[config.mk]
export PLATFORM = sky130hd
export DESIGN_NAME = cook_timer_ctrl
export DESIGN_NICKNAME = d
export VERILOG_FILES = /design/src/rtl/cook_timer_ctrl.sv
export SDC_FILE = /design/constraint.sdc
export NUM_CORES = 1
export LEC_CHECK = 0
export CAP_MARGIN = 20
export CORE_ASPECT_RATIO = 1.1
export CORE_MARGIN = 4
export CORE_UTILIZATION = 25
export DETAILED_ROUTE_END_ITERATION = 7
export PLACE_DENSITY = 0.49
export SYNTH_ARGS = -nofsm -noshare
export SYNTH_HDL_FRONTEND = slang
export SYNTH_SLANG_ARGS = --single-unit
[constraint.sdc]
create_clock -name clk -period 2.2 [get_ports clk]
set_input_delay 0.44 -clock clk [delete_from_list [all_inputs] [get_ports clk]]
set_output_delay 0.44 -clock clk [all_outputs]
set_load 0.05 [all_outputs]
[src/rtl/cook_timer_ctrl.sv]
// Countdown kitchen timer: MM:SS BCD setting, 1 s countdown, alarm at 00:00.
// Optional alarm auto-clear after ALARM_SEC ticks: COOK_TIMER_ALARM_TIMEOUT_EN.
module cook_timer_ctrl #(
  parameter int ALARM_SEC = 10
) (
  input  logic       clk,
  input  logic       reset_p,
  input  logic       clk_sec,
  input  logic       btn_start,
  input  logic       btn_sec,
  input  logic       btn_min,
  input  logic       btn_clear,
  input  logic       alarm_off,
  output logic [3:0] min10,
  output logic [3:0] min1,
  output logic [3:0] sec10,
  output logic [3:0] sec1,
  output logic       running,
  output logic       alarm,
  output logic       done
);

  typedef enum logic [1:0] {
    S_IDLE,
    S_RUN,
    S_PAUSE,
    S_ALARM
  } state_t;

  state_t      state, state_n;
  logic [15:0] set_q, set_d;
  logic [15:0] cnt_q, cnt_d;
  logic [15:0] disp_d;
  logic        running_d, alarm_d, done_d;

  // one BCD field 00..59, wraps 59 -> 00
  function automatic logic [7:0] inc59(input logic [7:0] v);
    if (v[3:0] == 4'd9) begin
      if (v[7:4] == 4'd5) return 8'h00;
      return {v[7:4] + 4'd1, 4'd0};
    end
    return {v[7:4], v[3:0] + 4'd1};
  endfunction

  // one BCD field, caller guarantees v != 00
  function automatic logic [7:0] dec99(input logic [7:0] v);
    if (v[3:0] == 4'd0) return {v[7:4] - 4'd1, 4'd9};
    return {v[7:4], v[3:0] - 4'd1};
  endfunction

  // MM:SS minus one second, seconds borrow from minutes
  function automatic logic [15:0] dec_mmss(input logic [15:0] v);
    if (v[7:0] == 8'h00) return {dec99(v[15:8]), 8'h59};
    return {v[15:8], dec99(v[7:0])};
  endfunction

`ifdef COOK_TIMER_ALARM_TIMEOUT_EN
  localparam logic [5:0] ALARM_LAST = 6'(ALARM_SEC - 1);
  logic [5:0] acnt_q;
  logic       alarm_to;

  assign alarm_to = clk_sec && (acnt_q == ALARM_LAST);

  // seconds spent in ALARM, zero whenever outside ALARM
  always_ff @(posedge clk) begin
    if (reset_p || state != S_ALARM) acnt_q <= '0;
    else if (clk_sec) acnt_q <= acnt_q + 6'd1;
  end
`else
  logic alarm_to;
  assign alarm_to = 1'b0;
`endif

  // state and datapath registers
  always_ff @(posedge clk) begin
    if (reset_p) begin
      state <= S_IDLE;
      set_q <= '0;
      cnt_q <= '0;
    end else begin
      state <= state_n;
      set_q <= set_d;
      cnt_q <= cnt_d;
    end
  end

  // next state and next setting/count
  always_comb begin
    state_n = state;
    set_d   = set_q;
    cnt_d   = cnt_q;
    unique case (state)
      S_IDLE: begin
        if (btn_clear) begin
          set_d = '0;
        end else if (btn_start) begin
          if (set_q != 16'h0000) begin
            cnt_d   = set_q;
            state_n = S_RUN;
          end
        end else begin
          if (btn_sec) set_d[7:0]  = inc59(set_q[7:0]);
          if (btn_min) set_d[15:8] = inc59(set_q[15:8]);
        end
      end
      S_RUN: begin
        if (btn_clear) begin
          state_n = S_IDLE;
        end else if (btn_start) begin
          state_n = S_PAUSE;
        end else if (clk_sec) begin
          cnt_d = dec_mmss(cnt_q);
          if (cnt_q == 16'h0001) state_n = S_ALARM;
        end
      end
      S_PAUSE: begin
        if (btn_clear) state_n = S_IDLE;
        else if (btn_start) state_n = S_RUN;
      end
      S_ALARM: begin
        cnt_d = '0;
        if (btn_clear || btn_start || alarm_off) state_n = S_IDLE;
        else if (alarm_to) state_n = S_IDLE;
      end
      default: state_n = S_IDLE;
    endcase
  end

  // next output values, decoded from next state
  always_comb begin
    disp_d    = (state_n == S_IDLE) ? set_d : cnt_d;
    running_d = (state_n == S_RUN);
    alarm_d   = (state_n == S_ALARM);
    done_d    = (state_n == S_ALARM) && (state != S_ALARM);
  end

  // registered outputs
  always_ff @(posedge clk) begin
    if (reset_p) begin
      {min10, min1, sec10, sec1} <= '0;
      running <= 1'b0;
      alarm   <= 1'b0;
      done    <= 1'b0;
    end else begin
      {min10, min1, sec10, sec1} <= disp_d;
      running <= running_d;
      alarm   <= alarm_d;
      done    <= done_d;
    end
  end

endmodule

# [After elaboration in Yosys (flattened, before gate mapping)]
# Cells that the tools add are included.
[totals] reg_bits=53 word_cells=115
[op_classes] n_eq_ne=11 n_mux=77 addsub=8 n_reduce_logical=9
[op_table] operator="16-bit two-way mux" n=12
[op_table] operator="8-bit two-way mux" n=14
[op_table] operator="16-bit one-hot mux with 3 select lines" n=1
[op_table] operator="1-bit two-way mux" n=39
[op_table] operator="2-bit two-way mux" n=10
[op_table] operator="4-bit by 1-bit adder with 4-bit output (second input constant)" n=4
[op_table] operator="16-bit by 1-bit equality test with 1-bit output (second input constant)" n=1
[op_table] operator="16-bit nonzero test" n=1
[op_table] operator="4-bit by 1-bit subtractor with 4-bit output (second input constant)" n=4
[op_table] operator="4-bit by 3-bit equality test with 1-bit output (second input constant)" n=2
[op_table] operator="4-bit equality test (second input constant)" n=2
[op_table] operator="4-bit logical NOT" n=2
[op_table] operator="8-bit logical NOT" n=1
[op_table] operator="2-bit one-hot mux with 4 select lines" n=1
[op_table] operator="2-bit equality test (second input constant)" n=3
[op_table] operator="2-bit by 1-bit equality test with 1-bit output (second input constant)" n=2
[op_table] operator="2-bit logical NOT" n=2
[op_table] operator="1-bit logical OR" n=2
[op_table] operator="2-bit != test (second input constant)" n=1
[op_table] operator="1-bit logical AND" n=1

# [Logic depth before layout (Yosys ltp)]
# Gate-level depths: netlist of run 1.
[depth] word_depth=18 mapped_depth=8 ltp_nobuf=7

# [Least setup slack after synthesis of run 1]
# Ideal clock, no wire load.
[synth_timing] path_type="reg-to-reg" start="register cnt_q[8]" end="register min10[0]" path_stages_with_launch=8 setup_time_ns=0.137 path_buffers=0 slack_ns=0.193 t_arrival_ns=1.869 cell_sequence="dfxtp_1 inv_1 ha_1 or3b_2 nor4_4 o22ai_2 a221oi_2 a211oi_2"
[synth_via] elab_chain_len=15 word_cells_on_any_way=22 cone_classes="eq/ne (1); mux (19); reduce/logical (2)"
[synth_rtl] element="start, declared" line="32" source="logic [15:0] cnt_q, cnt_d;"
[synth_rtl] element="start signal, assigned" line="83" source="cnt_q <= cnt_d;"
[synth_rtl] element="4-bit logical NOT" line="47" source="if (v[3:0] == 4'd0) return {v[7:4] - 4'd1, 4'd9};"
[synth_rtl] element="1-bit two-way mux" line="47"
[synth_rtl] element="1-bit two-way mux" line="53" source="if (v[7:0] == 8'h00) return {dec99(v[15:8]), 8'h59};"
[synth_rtl] element="1-bit two-way mux" line="111" source="end else if (clk_sec) begin"
[synth_rtl] element="1-bit two-way mux" line="109" source="end else if (btn_start) begin"
[synth_rtl] element="1-bit two-way mux" line="107" source="if (btn_clear) begin"
[synth_rtl] element="1-bit two-way mux" line="92" source="unique case (state)"
[synth_rtl] element="8-bit two-way mux" line="48" source="return {v[7:4], v[3:0] - 4'd1};"
[synth_rtl] element="16-bit two-way mux" line="53"
[synth_rtl] element="16-bit two-way mux" line="54" source="return {v[15:8], dec99(v[7:0])};"
[synth_rtl] element="16-bit two-way mux" line="111"
[synth_rtl] element="16-bit two-way mux" line="109"
[synth_rtl] element="16-bit two-way mux" line="107"
[synth_rtl] element="16-bit one-hot mux with 3 select lines" line="92"
[synth_rtl] element="16-bit two-way mux (*)" line="131" source="disp_d = (state_n == S_IDLE) ? set_d : cnt_d;"
[synth_rtl] element="end signal, assigned" line="145" source="{min10, min1, sec10, sec1} <= disp_d;"
[synth_rtl] element="end, declared" line="14" source="output logic [3:0] min10,"
# Mark *: on every way between the ends. The rest lies on a longest branch, timed or not. The select of a mux whose other input is x is not followed.
# A chain may end at the register's enable or synchronous reset.

# [Worst setup path after layout of run 1]
[layout_timing] start="register set_q[8]" end="register min1[1]"
[layout_via] elab_chain_len=12 word_cells_on_any_way=23 cone_classes="add/sub (1); eq/ne (1); mux (19); reduce/logical (2)"
[layout_rtl] element="start, declared" line="31" source="logic [15:0] set_q, set_d;"
[layout_rtl] element="start signal, assigned" line="82" source="set_q <= set_d;"
[layout_rtl] element="4-bit equality test" line="38" source="if (v[3:0] == 4'd9) begin"
[layout_rtl] element="1-bit two-way mux" line="38"
[layout_rtl] element="1-bit two-way mux" line="103" source="if (btn_min) set_d[15:8] = inc59(set_q[15:8]);"
[layout_rtl] element="1-bit two-way mux" line="96" source="end else if (btn_start) begin"
[layout_rtl] element="1-bit two-way mux" line="94" source="if (btn_clear) begin"
[layout_rtl] element="1-bit two-way mux" line="92"
[layout_rtl] element="8-bit two-way mux" line="42" source="return {v[7:4], v[3:0] + 4'd1};"
[layout_rtl] element="8-bit two-way mux" line="103"
[layout_rtl] element="16-bit two-way mux" line="96"
[layout_rtl] element="16-bit two-way mux" line="94"
[layout_rtl] element="16-bit two-way mux" line="92"
[layout_rtl] element="16-bit two-way mux (*)" line="131"
[layout_rtl] element="end signal, assigned" line="145"
[layout_rtl] element="end, declared" line="15" source="output logic [3:0] min1,"
# Marks and branches as above.

==> results.toml, run 1 <==
[route]
drc_errors = 0
wl_per_cell_um = 15.5
ant_nets = 0
vias = 3307
first_pass_iters = 4
drt_iter0_markers = 184
wl_mm = 10.7
vias_per_cell = 4.80

[sta]
finClkSkew_ps = 9.66
hold_viol = 0
finalSetupViolations = 0
min_period_ps = 2130
period_share_pct = 96.9
slew_headroom_pct = 65.8
rsz0062_at_grt = "yes"
fmax_ghz = 0.469
slew_viol_final = 0
tightest_slew_ps = 511

[worst_setup_path]
worstPathRequired_ps = 2410
worst_setup_path_end_kind = "flop"
worstReg2RegEnd = "min1[1]"
rrSetupSlack_ps = 70
crit_type = "reg2reg"
arrival_ps = 2340
worstRegToRegCells = 9
cp-start-kind = "flop"
critical_path.max_fanout = 7
r2r_start = "set_q[8]"

[floorplan]
die_h_um = 131
ios = 27
die_area_sq_mm = 0.0156
start_util_pct = 25.7
die_w_um = 119
design.core.area_sq_mm = 0.0133
rows = 44

[cts]
clockBufferDepth = 2
cts_inserted_buffers = 5
htreeDepth = 2
tritoncts = "done"
clkSlewWorstSetupHoldPaths_ps = 70
cts.sinks = 53
clk_latency_ps = 300
postCtsHoldBufs = 0
root_buffer = "clkbuf_16"

[layout]
seq_area_sq_mm = 0.00106
multiInputGateArea_sq_mm = 0.00217
fill_cells = 1360
antenna_cells = 0
instances_no_fill = 689
area_growth_pct = 40.0
fin_nets = 532
layout-drive-gt1-share_pct = 31.1
fin_util_pct = 36.0

[global_route]
overflow = 0
grt_max_degree = 33
antenna_found_initial = 0
grt_pass1_vias = 3278
grt.total_usage_pct = 13.9
grt_pass1_wl_mm = 17.2

[yosys]
async_reset_ff_share_pct = 0
ys_warn_count = 0
synth_cell_types = 82
synth_edf_count = 0
yosysTopAreaCell = "dfxtp_1"
ys_seq_area_share_pct = 31.1
post_synth.cell_area_avg_sq_um = 8.73
synthFlopType = "dfxtp_1"
synth_seq_cells = 53
synth_area_sq_mm = 0.00341
synth_top_area_share_pct = 31.1
synth_most_common_cell = "dfxtp_1"
synthTopCellsByArea = "dfxtp_1, ha_1, nor2_1"
syn_inst = 391
synthTopCellsByCount = "dfxtp_1, nor2_1, inv_1, a21oi_1"
synth_nets = 419

[placement]
post-dp-hpwl_mm = 8.48
place_congestion = 0.849
dp_cells = 677
port_buffers = 26

[power_and_ir_drop]
peakVddDrop_mv = 0.327
p_leak_nw = 1.86
powerDensity_mw_per_mm2 = 462

[worst_hold_path]
holdCritPathClass = "reg2reg"
hold_path_end = "cnt_q[13]"
hold_depth = 2
hp-start = "cnt_q[13]"

[status]
outcome = "finished clean"

[flow_run]
maxCapViolCount = 0
[registers in the layout, indices dropped and copies added (netlist names)]
register  cells
alarm         1
state         2
min1          4
sec1          4
sec10         4
running       1
done          1
min10         4
cnt_q        16
set_q        16
[layout by cell type (no fill, tap or decap), types with 4 or more instances in the layout]
| cell type | count |
|---|---|
| clkbuf_16 | 5 |
| a31oi_1 | 6 |
| dfxtp_1 | 53 |
| nor2_1 | 42 |
| mux2_2 | 5 |
| nand3_1 | 8 |
| and2_1 | 10 |
| a211oi_2 | 7 |
| and3b_1 | 4 |
| o21ai_0 | 14 |
| nor2b_1 | 5 |
| nand2_1 | 20 |
| buf_4 | 99 |
| a22oi_1 | 7 |
| ha_1 | 18 |
| mux2i_1 | 6 |
| inv_1 | 26 |
| o31ai_1 | 6 |
| clkdlybuf4s50_1 | 23 |
| a21oi_1 | 23 |
| nor3_1 | 16 |
[worst max-delay path by stage]
stage / slack [ps] / end / start / cells after the start
2_1_floorplan: 190 / min10[0] / cnt_q[8] / 7
3_3_place_gp: -500 / min1[3] / btn_clear / 7
3_5_place_dp: -520 / min1[3] / btn_clear / 7
4_1_cts: 10 / min1[3] / cnt_q[5] / 7
5_1_grt: -40 / min1[1] / set_q[9] / 9
6_report: 70 / min1[1] / set_q[8] / 9
[what timing repair did]
action / CTS / global route
gates resized for setup: 8 / 3
setup endpoints to repair: 26 / 11
setup buffers: 4 / 0
pin swaps: 4 / 3
[per-layer routing]
| metal | routed length [um] | vias to the layer above | track usage, % |
|---|---|---|---|
| met2 | 5100 | 56 | 24.5 |
| met4 | 132 | 0 | 3.64 |
| li1 | - | 1668 | - |
| met5 | 0 | - | 0 |
| met3 | 442 | 10 | 2.02 |
| met1 | 4990 | 1573 | 18.1 |
[worst max-delay path, cell delays in order (launching register included)]
cell      delay, ps
dfxtp_1         330
inv_1            60
ha_1            190
and4bb_4        230
and3_1          210
a211oi_2        390
buf_4           220
nor3_1           60
buf_4           140
a311oi_2        210
[layout make-up]
class / count / share of cell area, %
Multi-Input combinational cell: 289 / 45.4
Sequential cell: 53 / 22.2
Timing Repair Buffer: 127 / 21.7
Tap cell: 184 / 4.82
Clock buffer: 7 / 2.98
Inverter: 28 / 2.20
Clock inverter: 1 / 0.628
[cell families (layout without fill, tap and decap cells)]
kind of cell	after synthesis	in the layout	share of synthesized area, %
multiplexers	12	12	3.74
adder cells (fa/ha/maj)	20	20	7.33
buffers and inverters	49	163	6.19
AO/OA/AOI/OAI	106	106	24.3
AND/OR/NAND/NOR	151	151	27.3
flip-flops	53	53	31.1
[metrics by stage]
| stage | cell area, sq um | setup WS, ps | hold slack, ps | power, mW | setup TNS (ps) |
|---|---|---|---|---|---|
| floorplan | 3410 | 193 | 500 | 1.15 | 0 |
| global placement | 4550 | -498 | 544 | 1.29 | -11810 |
| detailed placement | 4550 | -523 | 547 | 1.29 | -12240 |
| CTS | 4770 | 14.9 | 560 | 2.23 | 0 |
| global route | 4780 | -41.9 | 607 | 2.29 | -87.0 |
| finish | 4780 | 68.6 | 562 | 2.21 | 0 |
[power by group]
group,internal (mW),total (mW),switching (mW)
combinational,0.133,0.298,0.165
sequential,0.969,0.974,0.00468
clock,0.570,0.937,0.367
(Power assumes the default switching activity.)
==> run 2, diff against run 1 <==
--- a/config.mk
+++ b/config.mk
@@ -14,3 +14,4 @@
 export SYNTH_ARGS = -nofsm -noshare
 export SYNTH_HDL_FRONTEND = slang
 export SYNTH_SLANG_ARGS = --single-unit
+export TNS_END_PERCENT = 5
==> results of run 2 <==
Same layout as run 1: the final DEF is identical, and so are final timing and power.
==> run 3, diff against run 2 <==
--- a/config.mk
+++ b/config.mk
@@ -8,9 +8,9 @@
 export CAP_MARGIN = 20
 export CORE_ASPECT_RATIO = 1.1
 export CORE_MARGIN = 4
-export CORE_UTILIZATION = 25
+export CORE_UTILIZATION = 40
 export DETAILED_ROUTE_END_ITERATION = 7
-export PLACE_DENSITY = 0.49
+export PLACE_DENSITY = 0.66
 export SYNTH_ARGS = -nofsm -noshare
 export SYNTH_HDL_FRONTEND = slang
 export SYNTH_SLANG_ARGS = --single-unit
==> run 3 against run 2 <==
Against the previous run:
- sequential cell count unchanged
- non-clock buffer count is 6 lower
- global-route usage rose by 7.0 points
- first-iteration DRC count is 44% higher
- setup slack worse by 7.4 ps
- final cell count shrank 11%
- core utilization rose by 20 points
- total power decreased by 9.7%
- critical path depth fell by 1
- clock skew increased by 0.76 ps
==> results.toml, run 3 (synthesized netlist as in run 1, its figures left out) <==
[power_and_ir_drop]
comb_power_share_pct = 15.3
total_power_mw = 1.99
clockPowerShare_pct = 35.8
power.switching_mw = 0.513
power.internal_mw = 1.48
switching_share_pct = 25.7
power_frac_seq_pct = 48.9
powerDensity_mw_per_mm2 = 427
p_leak_nw = 1.85
peakVddDrop_mv = 0.221

[route]
drt_iter0_markers = 265
vias_per_cell = 5.66
wl_per_cell_um = 17.2
first_pass_iters = 5
wl_mm = 10.5
ant_nets = 0
vias = 3452
drc_errors = 0

[placement]
place_congestion = 0.922
port_buffers = 26
post-dp-hpwl_mm = 8.03

[layout]
fin_nets = 526
layout_commonest_cell = "buf_4"
area_growth_pct = 36.9
antenna_cells = 0
multiInputGateArea_sq_mm = 0.00224
layout_common_cells = "buf_4, dfxtp_1, nor2_1"
layout-drive-gt1-share_pct = 32.7
reg.largest.list = "cnt_q (16), set_q (16)"
seq_area_sq_mm = 0.00107
fill_cells = 735

[sta]
period_share_pct = 97.2
finClkSkew_ps = 10.4
tightest_slew_ps = 592
worst_hold_slack_ps = 552
rsz0062_at_grt = "yes"
slew_headroom_pct = 60.4
min_period_ps = 2140
finalSetupViolations = 0
fmax_ghz = 0.468
slew_viol_final = 0
hold_viol = 0

[floorplan]
die_w_um = 96.1
rows = 35
start_util_pct = 40.8
die_area_sq_mm = 0.0101
die_h_um = 105
ios = 27
design.core.area_sq_mm = 0.00836

[worst_hold_path]
holdCritPathClass = "reg2reg"
hold_path_end = "cnt_q[13]"
hp-start = "cnt_q[13]"
hold_depth = 2

[flow_run]
maxCapViolCount = 0

[worst_setup_path]
r2r_start = "set_q[0]"
worstRegToRegCells = 8
slowest_delay_ps = 360
cp_slowest_cell = "a311o_1"
worstReg2RegEnd = "sec10[2]"
cp-start-kind = "flop"
worstPathRequired_ps = 2410
path_buf_inv = 2
rrSetupSlack_ps = 60
path_cells = "inv_1 > ha_1 > nor4bb_4 > buf_4 > a311o_1 > a221o_1 > o311a_1 > mux2_2"
cp_top_family = "compound AO/OA/AOI/OAI gates"
worst_setup_path_end_kind = "flop"
crit_type = "reg2reg"
critical_path.max_fanout = 3
arrival_ps = 2340

[global_route]
grt_max_degree = 33
grt_pass1_wl_mm = 16.5
antenna_found_initial = 0
grt_pass1_vias = 3292
overflow = 0
grt.total_usage_pct = 21.0

[cts]
tritoncts = "done"
cts_inserted_buffers = 5
clk_latency_ps = 320
root_buffer = "clkbuf_8"
htreeDepth = 2
cts.sinks = 53
clkSlewWorstSetupHoldPaths_ps = 110
clockBufferDepth = 2
postCtsHoldBufs = 0

[status]
outcome = "finished clean"
## run 3: worst max path at each step
stage                     slack, ps  endpoint      start  depth (start not counted)
after CTS                       -20   sec1[1]  set_q[12]                          9
final                            60  sec10[2]   set_q[0]                          8
after global routing            -70   sec1[1]  set_q[12]                          9
after detailed placement       -570  min10[1]  btn_start                          9
after global placement         -550  min10[1]  btn_start                          9
after floorplan                 190  min10[0]   cnt_q[8]                          7
## run 3: power by group through the flow
stage / registers, mW / logic [mW] / clock network [mW]
5_1_grt: 0.976 / 0.324 / 0.753
3_5_place_dp: 0.997 / 0.289 / 0
4_1_cts: 0.975 / 0.292 / 0.736
2_1_floorplan: 1.03 / 0.130 / 0
3_3_place_gp: 0.997 / 0.288 / 0
6_report: 0.975 / 0.305 / 0.713
## run 3: layer usage
metal	GRT usage [%]	part of all wire, %	up-vias
met5	0	0	-
met4	8.03	2.5	0
met3	2.09	4.9	16
met2	33.3	48	122
met1	28.8	45	1656
li1	-	-	1658
## run 3: metrics by stage
stage | std cells | worst slack (ps) | area [sq um] | util [%] | TNS, ps
2_1_floorplan | 391 | 193 | 3410 | - | 0
3_3_place_gp | 595 | -548 | 4390 | 52.5 | -12640
3_5_place_dp | 595 | -567 | 4390 | 52.5 | -13680
4_1_cts | 604 | -16.9 | 4540 | 54.3 | -16.9
5_1_grt | 610 | -68.0 | 4670 | 55.9 | -192
6_report | 610 | 61.1 | 4670 | 55.9 | 0
## run 3: timing repair
item                       4_1_cts  5_1_grt
gates resized for setup          8       24
hold endpoints to repair         0        0
pin swaps                        1        9
setup buffers                    1        6
setup endpoints to repair       24       20
gates cloned                     0        0
## run 3: final cells by class
class                      count  area share (%)
sequential                    53            22.8
inverter                      28            2.25
clock buffer                   7            1.85
multi-input combinational    289            47.9
tap                          111            2.97
timing repair buffer         121            21.6
clock inverter                 1           0.643
## run 3: worst min-delay path, delay by kind of cell (launching register included)
| kind | cells | cell delay [ps] |
|---|---|---|
| compound gates | 1 | 80 |
| flops | 1 | 380 |
| simple gates | 1 | 70 |
